$ cat src/rtl/sync_fifo_param.sv
// Single-clock first-word-fall-through FIFO with occupancy count, watermarks and error pulses.
// Latency: a write reaches data_out one cycle after its edge; flags and count move on that same edge.
// Backpressure: full/empty gate the accepted write/read; rejected requests only raise overflow/underflow.
//
// Ports:
//   clk, rst_n            - clock (rising edge) and asynchronous active-low reset
//   write, data_in        - write request and write data; ignored while full
//   read                  - pop the head entry; ignored while empty
//   data_out              - head entry, valid whenever empty is low
//   full, almost_full     - count == DEPTH, count >= P_AFULL_THRESH
//   empty, almost_empty   - count == 0, count <= P_AEMPTY_THRESH
//   count                 - occupancy 0..DEPTH
//   overflow, underflow   - one-cycle pulses after a rejected write/read
module sync_fifo_param #(
    parameter int P_DATA_WIDTH    = 32,
    parameter int P_ADDR_WIDTH    = 4,
    parameter int P_AFULL_THRESH  = 2**P_ADDR_WIDTH - 2,
    parameter int P_AEMPTY_THRESH = 1
) (
    input  logic                    clk,
    input  logic                    rst_n,
    input  logic                    write,
    input  logic [P_DATA_WIDTH-1:0] data_in,
    output logic                    full,
    output logic                    almost_full,
    input  logic                    read,
    output logic [P_DATA_WIDTH-1:0] data_out,
    output logic                    empty,
    output logic                    almost_empty,
    output logic [P_ADDR_WIDTH:0]   count,
    output logic                    overflow,
    output logic                    underflow
);

    localparam int DEPTH = 2**P_ADDR_WIDTH;
    localparam int CW    = P_ADDR_WIDTH + 1;

    localparam logic [CW-1:0] DEPTH_C  = CW'(DEPTH);
    localparam logic [CW-1:0] AFULL_C  = CW'(P_AFULL_THRESH);
    localparam logic [CW-1:0] AEMPTY_C = CW'(P_AEMPTY_THRESH);
    localparam logic [CW-1:0] ONE_C    = CW'(1);

    // Storage is deliberately unreset so it maps onto distributed RAM.
    logic [P_DATA_WIDTH-1:0] mem [DEPTH];

    // Pointers carry one extra wrap bit; only the low bits address the RAM.
    logic [CW-1:0] wptr;
    logic [CW-1:0] rptr;
    logic [CW-1:0] count_next;
    logic          wr_en;
    logic          rd_en;

    // Acceptance uses the registered flags, i.e. the state before the edge.
    // A write while full is rejected even if a read frees a slot this cycle.
    assign wr_en = write && !full;
    assign rd_en = read && !empty;

    always_comb begin
        count_next = count;
        case ({wr_en, rd_en})
            2'b10:   count_next = count + ONE_C;
            2'b01:   count_next = count - ONE_C;
            default: count_next = count;
        endcase
    end

    always_ff @(posedge clk or negedge rst_n) begin
        if (!rst_n) begin
            wptr         <= '0;
            rptr         <= '0;
            count        <= '0;
            full         <= 1'b0;
            almost_full  <= 1'b0;
            empty        <= 1'b1;
            almost_empty <= 1'b1;
            overflow     <= 1'b0;
            underflow    <= 1'b0;
        end else begin
            if (wr_en) begin
                wptr <= wptr + ONE_C;
            end
            if (rd_en) begin
                rptr <= rptr + ONE_C;
            end
            count <= count_next;
            // Flags are derived from count_next so they settle on the same
            // edge as count rather than one cycle behind it.
            full         <= (count_next == DEPTH_C);
            empty        <= (count_next == '0);
            almost_full  <= (count_next >= AFULL_C);
            almost_empty <= (count_next <= AEMPTY_C);
            overflow     <= write && full;
            underflow    <= read && empty;
        end
    end

    always_ff @(posedge clk) begin
        if (wr_en) begin
            mem[wptr[P_ADDR_WIDTH-1:0]] <= data_in;
        end
    end

    // Combinational read gives first-word-fall-through behaviour.
    assign data_out = mem[rptr[P_ADDR_WIDTH-1:0]];

endmodule

$ cat config.mk
export PLATFORM = sky130hd
export DESIGN_NAME = sync_fifo_param
export DESIGN_NICKNAME = d
export VERILOG_FILES = /design/src/rtl/sync_fifo_param.sv
export SDC_FILE = /design/constraint.sdc
export NUM_CORES = 1
export LEC_CHECK = 0
export CAP_MARGIN = 20
export CORE_MARGIN = 5
export CORE_UTILIZATION = 45
export CTS_BUF_LIST = sky130_fd_sc_hd__clkbuf_2 sky130_fd_sc_hd__clkbuf_4 sky130_fd_sc_hd__clkbuf_8
export DETAILED_ROUTE_END_ITERATION = 16
export PLACE_DENSITY_LB_ADDON = 0.2
export RECOVER_POWER = 50
export SYNTH_ARGS = -nofsm -noshare
export SYNTH_HDL_FRONTEND = slang
export SYNTH_SLANG_ARGS = --single-unit
$ cat constraint.sdc
create_clock -name clk -period 3.7 [get_ports clk]
set_input_delay 0.555 -clock clk [delete_from_list [all_inputs] [get_ports clk]]
set_output_delay 0.555 -clock clk [all_outputs]
set_load 0.03 [all_outputs]
==> results of run 1 <==
[area by class of cell]
type | count | area [um^2]
repair buffers | 119 | 1250
clock buffers | 112 | 1380
well taps | 600 | 751
clock inverters | 36 | 186
multi-input cells | 462 | 4500
fillers | 3707 | 21500
flip-flops and latches | 531 | 15900
inverters | 4 | 15.0
[routing by layer]
layer / routed length [um] / vias to the layer above
met5: 13 / -
met1: 20200 / 5437
met3: 2340 / 61
met2: 22600 / 259
li1: - / 4632
met4: 709 / 2
[kinds of logic (layout without fill, tap and decap cells)]
logic type | Yosys count | after routing
fa+ha+maj | 9 | 9
mux | 195 | 195
simple gates | 76 | 76
compound gates | 170 | 170
flops | 531 | 531
xor+xnor | 12 | 12
buf+inv | 62 | 271
[critical path, cell delays in order, from the launching register on]
cell,delay [ns]
dfrtp_4,0.72
buf_12,0.32
buf_4,0.21
mux4_2,0.51
a22oi_1,0.19
nand2_1,0.08
buf_4,0.17
[Yosys cell counts (6+ instances only)]
| master | number |
|---|---|
| nand2_1 | 38 |
| clkbuf_1 | 24 |
| o21ai_0 | 67 |
| ha_1 | 9 |
| xor2_1 | 6 |
| mux4_2 | 64 |
| buf_2 | 13 |
| a21oi_1 | 34 |
| mux2i_1 | 96 |
| edfxtp_1 | 512 |
| a221oi_1 | 31 |
| and2_1 | 19 |
| xnor2_1 | 6 |
| a22oi_1 | 32 |
| buf_6 | 16 |
| mux2_2 | 35 |
| dfrtp_1 | 17 |
[layout by cell type (no fill, tap or decap), drive strengths merged, types with 19 or more instances in the layout]
cell / Yosys / final
a22oi: 32 / 32
clkbuf: 25 / 115
buf: 33 / 70
edfxtp: 512 / 512
a221oi: 32 / 32
a21oi: 34 / 34
and2: 19 / 19
mux2i: 96 / 96
nand2: 38 / 38
mux4: 64 / 64
clkinv: 0 / 30
dlygate4sd3: 0 / 33
o21ai: 67 / 67
mux2: 35 / 35
[where the power goes]
part | switching (uW) | total (uW) | internal [uW] | leakage (uW)
registers | 304 | 7590 | 7290 | 0.00485
clock network | 2190 | 4670 | 2480 | 0.000814
logic | 4070 | 6760 | 2690 | 0.00236
[flip-flops by register name, summed over array words and instances (netlist names)]
| register | flops |
|---|---|
| wptr | 4 |
| mem | 512 |
| overflow | 1 |
| almost_full | 1 |
| full | 1 |
| rptr | 4 |
| empty | 1 |
| underflow | 1 |
| almost_empty | 1 |
| count | 5 |
[metrics by stage]
| stage | std cells | hold WS (ns) |
|---|---|---|
| after global placement | 1716 | 0.526 |
| after detailed placement | 1716 | 0.532 |
| after global routing | 1864 | 0.466 |
| after floorplan | 1055 | 0.259 |
| after CTS | 1864 | 0.406 |
| final | 1864 | 0.486 |
[path summary, 6_finish.rpt]
check / startpoint / to / slack [ns] / cells after the start
worst max register to register: full / full / 1.03 / 10
worst max-delay path: rptr[0] / data_out[4] / 0.24 / 6
worst min register to register: wptr[3] / wptr[3] / 0.54 / 1
worst min-delay path: rst_n / full / 0.49 / 1
max in group asynchronous: rst_n / rptr[1] / 2.54 / 1
min in group clk: write / overflow / 0.50 / 2
[repair_timing]
| action | 4_1_cts | 5_1_grt |
|---|---|---|
| buffers inserted | 0 | 0 |
| setup endpoints to repair | 0 | 2 |
| resized for setup | 0 | 1 |
==> flow_summary.toml, run 1 <==
[detailed_routing]
viasPerCell = 5.57
drtIter0Drc = 835
wl_per_cell_um = 24.6
drc = 0
num_vias = 10400
drt-total-wl_mm = 45.8
antenna_violating_nets_post_route = 0
drtPass1Iterations = 5

[sta]
worstMarginPinSlew_ns = 1.25
report.final.slew_viol_count = 0
fin_crit_ns = 3.46
finalCritPeriodShare = 0.935
maxSlewHeadroom = 0.164
hold_violations = 0
fin_skew_ns = 0.0289
finalSetupViolCount = 0
rsz0062_at_grt = "false"
fin_ws_ns = 0.241
fmax_mhz = 289
tns_ns = 0

[setup_path]
required_ns = 3.14
cp-start-kind = "flip-flop"
cp_max_fo = 36
critPathKind = "flip-flop to primary output"
end_kind = "primary output"
critPathArrivalTime_ns = 2.90

[clocking]
numCtsBuffers = 86
cts.sinks = 531
ctsRootBufferMaster = "clkbuf_8"
cts_hold_buf = 0
clock_latency_ns = 0.65
ctsLongestPathBuffers = 3
cts_tree = "done"
h-tree-depth = 3
clkTransAtPathRegs_ns = 0.06

[synthesis]
yosys.area.top_type = "edfxtp_1"
ys_seq_area_frac = 0.765
synth-main-ff-cell = "edfxtp_1"
synth_top_area_frac = 0.742
synth_xor_area_frac = 0.00507
synthMuxAreaShare = 0.135
synth_warnings = 0
syn-cell-area_um2 = 20700
synth-compound-area-share = 0.0518
syn_nets = 1100
synth_top_family_by_area = "multiplexers"
synthAdderAreaFrac = 0.00544
ys_types = 40
ys_top_cells_by_area = "edfxtp_1, mux4_2, mux2i_1"
synth_cells = 1055
async_reset_ff_frac = 0.0358
avgSynthCellArea_um2 = 19.6
postSynthRegisterBits = 531
synth-simple-area-share = 0.0187
synth_edf_count = 512

[power_and_ir_drop]
power_uw = 19000
power.density_nw_per_um2 = 794
p_leak_uw = 0.00802
peakVddDrop_uv = 687

[min_path]
hp-class = "primary input to asynchronous set/reset pin"

[place]
io_buffers = 78
place_ws_ns = 0.378
place_congestion = 0.696
placed_cell_area_um2 = 22400
place_hpwl_mm = 24.4

[floorplanning]
rows = 78
dieArea_um2 = 50400
coreArea_um2 = 45500
die_height_um = 225
start_util = 0.455
die-width_um = 225
io_pins = 79

[global_route]
top_usage_layer = "met2"
overflow = 0
grt_pass1_vias = 10900
track_usage = 0.182
grtUsageMet2 = 0.294
grtUsageMet1 = 0.254
grt_max_degree = 66
grt_antenna_before_repair = 2
met3_usage = 0.0410
grt_pass1_wl_mm = 68.3

[cells_and_area]
final_cell_area_um2 = 23900
drive_gt1_frac = 0.250
area_growth_pct = 15.6
finish.utilization = 0.527
antenna_cells = 0
nets = 1249

[status]
status = "complete, no violations"

[run]
drv_cap = 0
(Power assumes the default switching activity.)
==> inputs of run 2 (changes only) <==
--- a/config.mk
+++ b/config.mk
@@ -7,9 +7,10 @@
 export LEC_CHECK = 0
 export CAP_MARGIN = 20
 export CORE_MARGIN = 5
-export CORE_UTILIZATION = 45
+export CORE_UTILIZATION = 55
 export CTS_BUF_LIST = sky130_fd_sc_hd__clkbuf_2 sky130_fd_sc_hd__clkbuf_4 sky130_fd_sc_hd__clkbuf_8
 export DETAILED_ROUTE_END_ITERATION = 16
+export GPL_ROUTABILITY_DRIVEN = 1
 export PLACE_DENSITY_LB_ADDON = 0.2
 export RECOVER_POWER = 50
 export SYNTH_ARGS = -nofsm -noshare
==> flow_summary.toml, run 2 (synthesis results as in run 1) <==
[status]
status = "complete, no violations"

[place]
place_ws_ns = 0.485
place_hpwl_mm = 24.3
place_congestion = 0.730
placed_cell_area_um2 = 22300
io_buffers = 78

[power_and_ir_drop]
p_leak_uw = 0.00807
peakVddDrop_uv = 482
power.density_nw_per_um2 = 796

[detailed_routing]
antenna_violating_nets_post_route = 0
drtPass1Iterations = 5
num_vias = 10400
drt-total-wl_mm = 44.4
drtIter0Drc = 726
wl_per_cell_um = 24.9
viasPerCell = 5.87
drc = 0

[sta]
maxSlewHeadroom = 0.344
fin_crit_ns = 3.50
finalSetupViolCount = 0
finalCritPeriodShare = 0.947
hold_violations = 0
fmax_mhz = 286
fin_skew_ns = 0.0193
fin_ws_ns = 0.197
report.final.slew_viol_count = 0
rsz0062_at_grt = "false"
tns_ns = 0
worstMarginPinSlew_ns = 0.980

[min_path]
hold_end = "overflow"
holdPathStages = 2
hold_path_startpoint = "write"
hp-class = "primary input to flip-flop"

[setup_path]
rr_endpoint = "full"
required_ns = 3.14
r2r_slack_ns = 1.12
cp_max_fo = 22
worstSetupStartpoint = "rptr[1]"
worstReg2RegStart = "full"
cp-start-kind = "flip-flop"
worst-r2r-cell-count = 10
critPathKind = "flip-flop to primary output"
critPathArrivalTime_ns = 2.95
end_kind = "primary output"

[cells_and_area]
ff_latch_area_um2 = 15900
finish.utilization = 0.640
final_common_cell = "edfxtp_1"
antenna_cells = 0
nets = 1254
final_cell_area_um2 = 23900
most-common-layout-cells = "edfxtp_1, mux2i_1, clkbuf_8"
drive_gt1_frac = 0.253
multiInputGateArea_um2 = 4500
num-fill-cells = 2564
largest_reg_flops = 512
area_growth_pct = 15.5

[global_route]
track_usage = 0.217
overflow = 0
grt_pass1_wl_mm = 67.1
grt_max_degree = 43
grt_antenna_before_repair = 2
grt_pass1_vias = 10800

[clocking]
clock_latency_ns = 0.63
cts_hold_buf = 0
cts_tree = "done"
cts.sinks = 531
ctsLongestPathBuffers = 3
clkTransAtPathRegs_ns = 0.06
numCtsBuffers = 84
h-tree-depth = 3
ctsRootBufferMaster = "clkbuf_8"

[floorplanning]
die-width_um = 204
dieArea_um2 = 41600
start_util = 0.554
io_pins = 79
coreArea_um2 = 37400
die_height_um = 204
rows = 71

[run]
drv_cap = 0
run 2: cell count changes in the layout (fill, tap and decap cells not counted), moves of 2 or more:
cell / previous run / this run
clkdlybuf4s50_1: 13 / 17
buf_12: 20 / 22
and2_0: 0 / 3
and2_2: 17 / 14
clkinv_2: 4 / 9
clkinv_1: 26 / 20
run 2: metrics by stage:
step           hold WS [ns]  std cells  total power (uW)
4_1_cts               0.468       1771             19100
2_1_floorplan         0.259       1055             12200
3_3_place_gp          0.526       1625             14400
6_report              0.531       1780             19000
5_1_grt               0.499       1780             20000
3_5_place_dp          0.518       1625             14500
run 2: layout make-up:
| class | instances | share of cell area |
|---|---|---|
| repair buffers | 126 | 0.0564 |
| clock buffers | 111 | 0.0571 |
| clock inverters | 35 | 0.00795 |
| well taps | 511 | 0.0267 |
| inverters | 4 | 0.000628 |
| flip-flops and latches | 531 | 0.663 |
| multi-input cells | 462 | 0.188 |
run 2: critical path: stages, from the launching register on:
cell and delay [ns]:
dfrtp_4 0.65, nand2_1 0.36, o21ai_0 0.15, a21oi_1 0.25
o21ai_0 0.11, nand2_1 0.10, clkdlybuf4s50_1 0.69
run 2: report_power, final:
part           total, uW  switching [uW]  internal (uW)
Sequential          7630             337           7290
Clock               4620            2160           2470
Combinational       6790            4020           2780
Total              19000            6510          12500
run 2: worst max path at each step:
stage / endpoint / cells after the start
floorplan: full / 12
global placement: full / 11
detailed placement: full / 11
CTS: data_out[2] / 6
global route: data_out[2] / 5
finish: data_out[8] / 6
run 2: timing repair:
item                                    in CTS  in global routing
resized for setup                            0                  3
endpoints found under the setup margin       0                 24
buffers inserted                             0                  9
run 2: routing by layer:
metal / part of all wire / global-route usage / up-vias
li1: - / - / 4641
met1: 0.43 / 0.308 / 5408
met2: 0.49 / 0.353 / 327
met3: 0.059 / 0.0409 / 70
met4: 0.017 / 0.0577 / 2
met5: 0.00025 / 0 / -
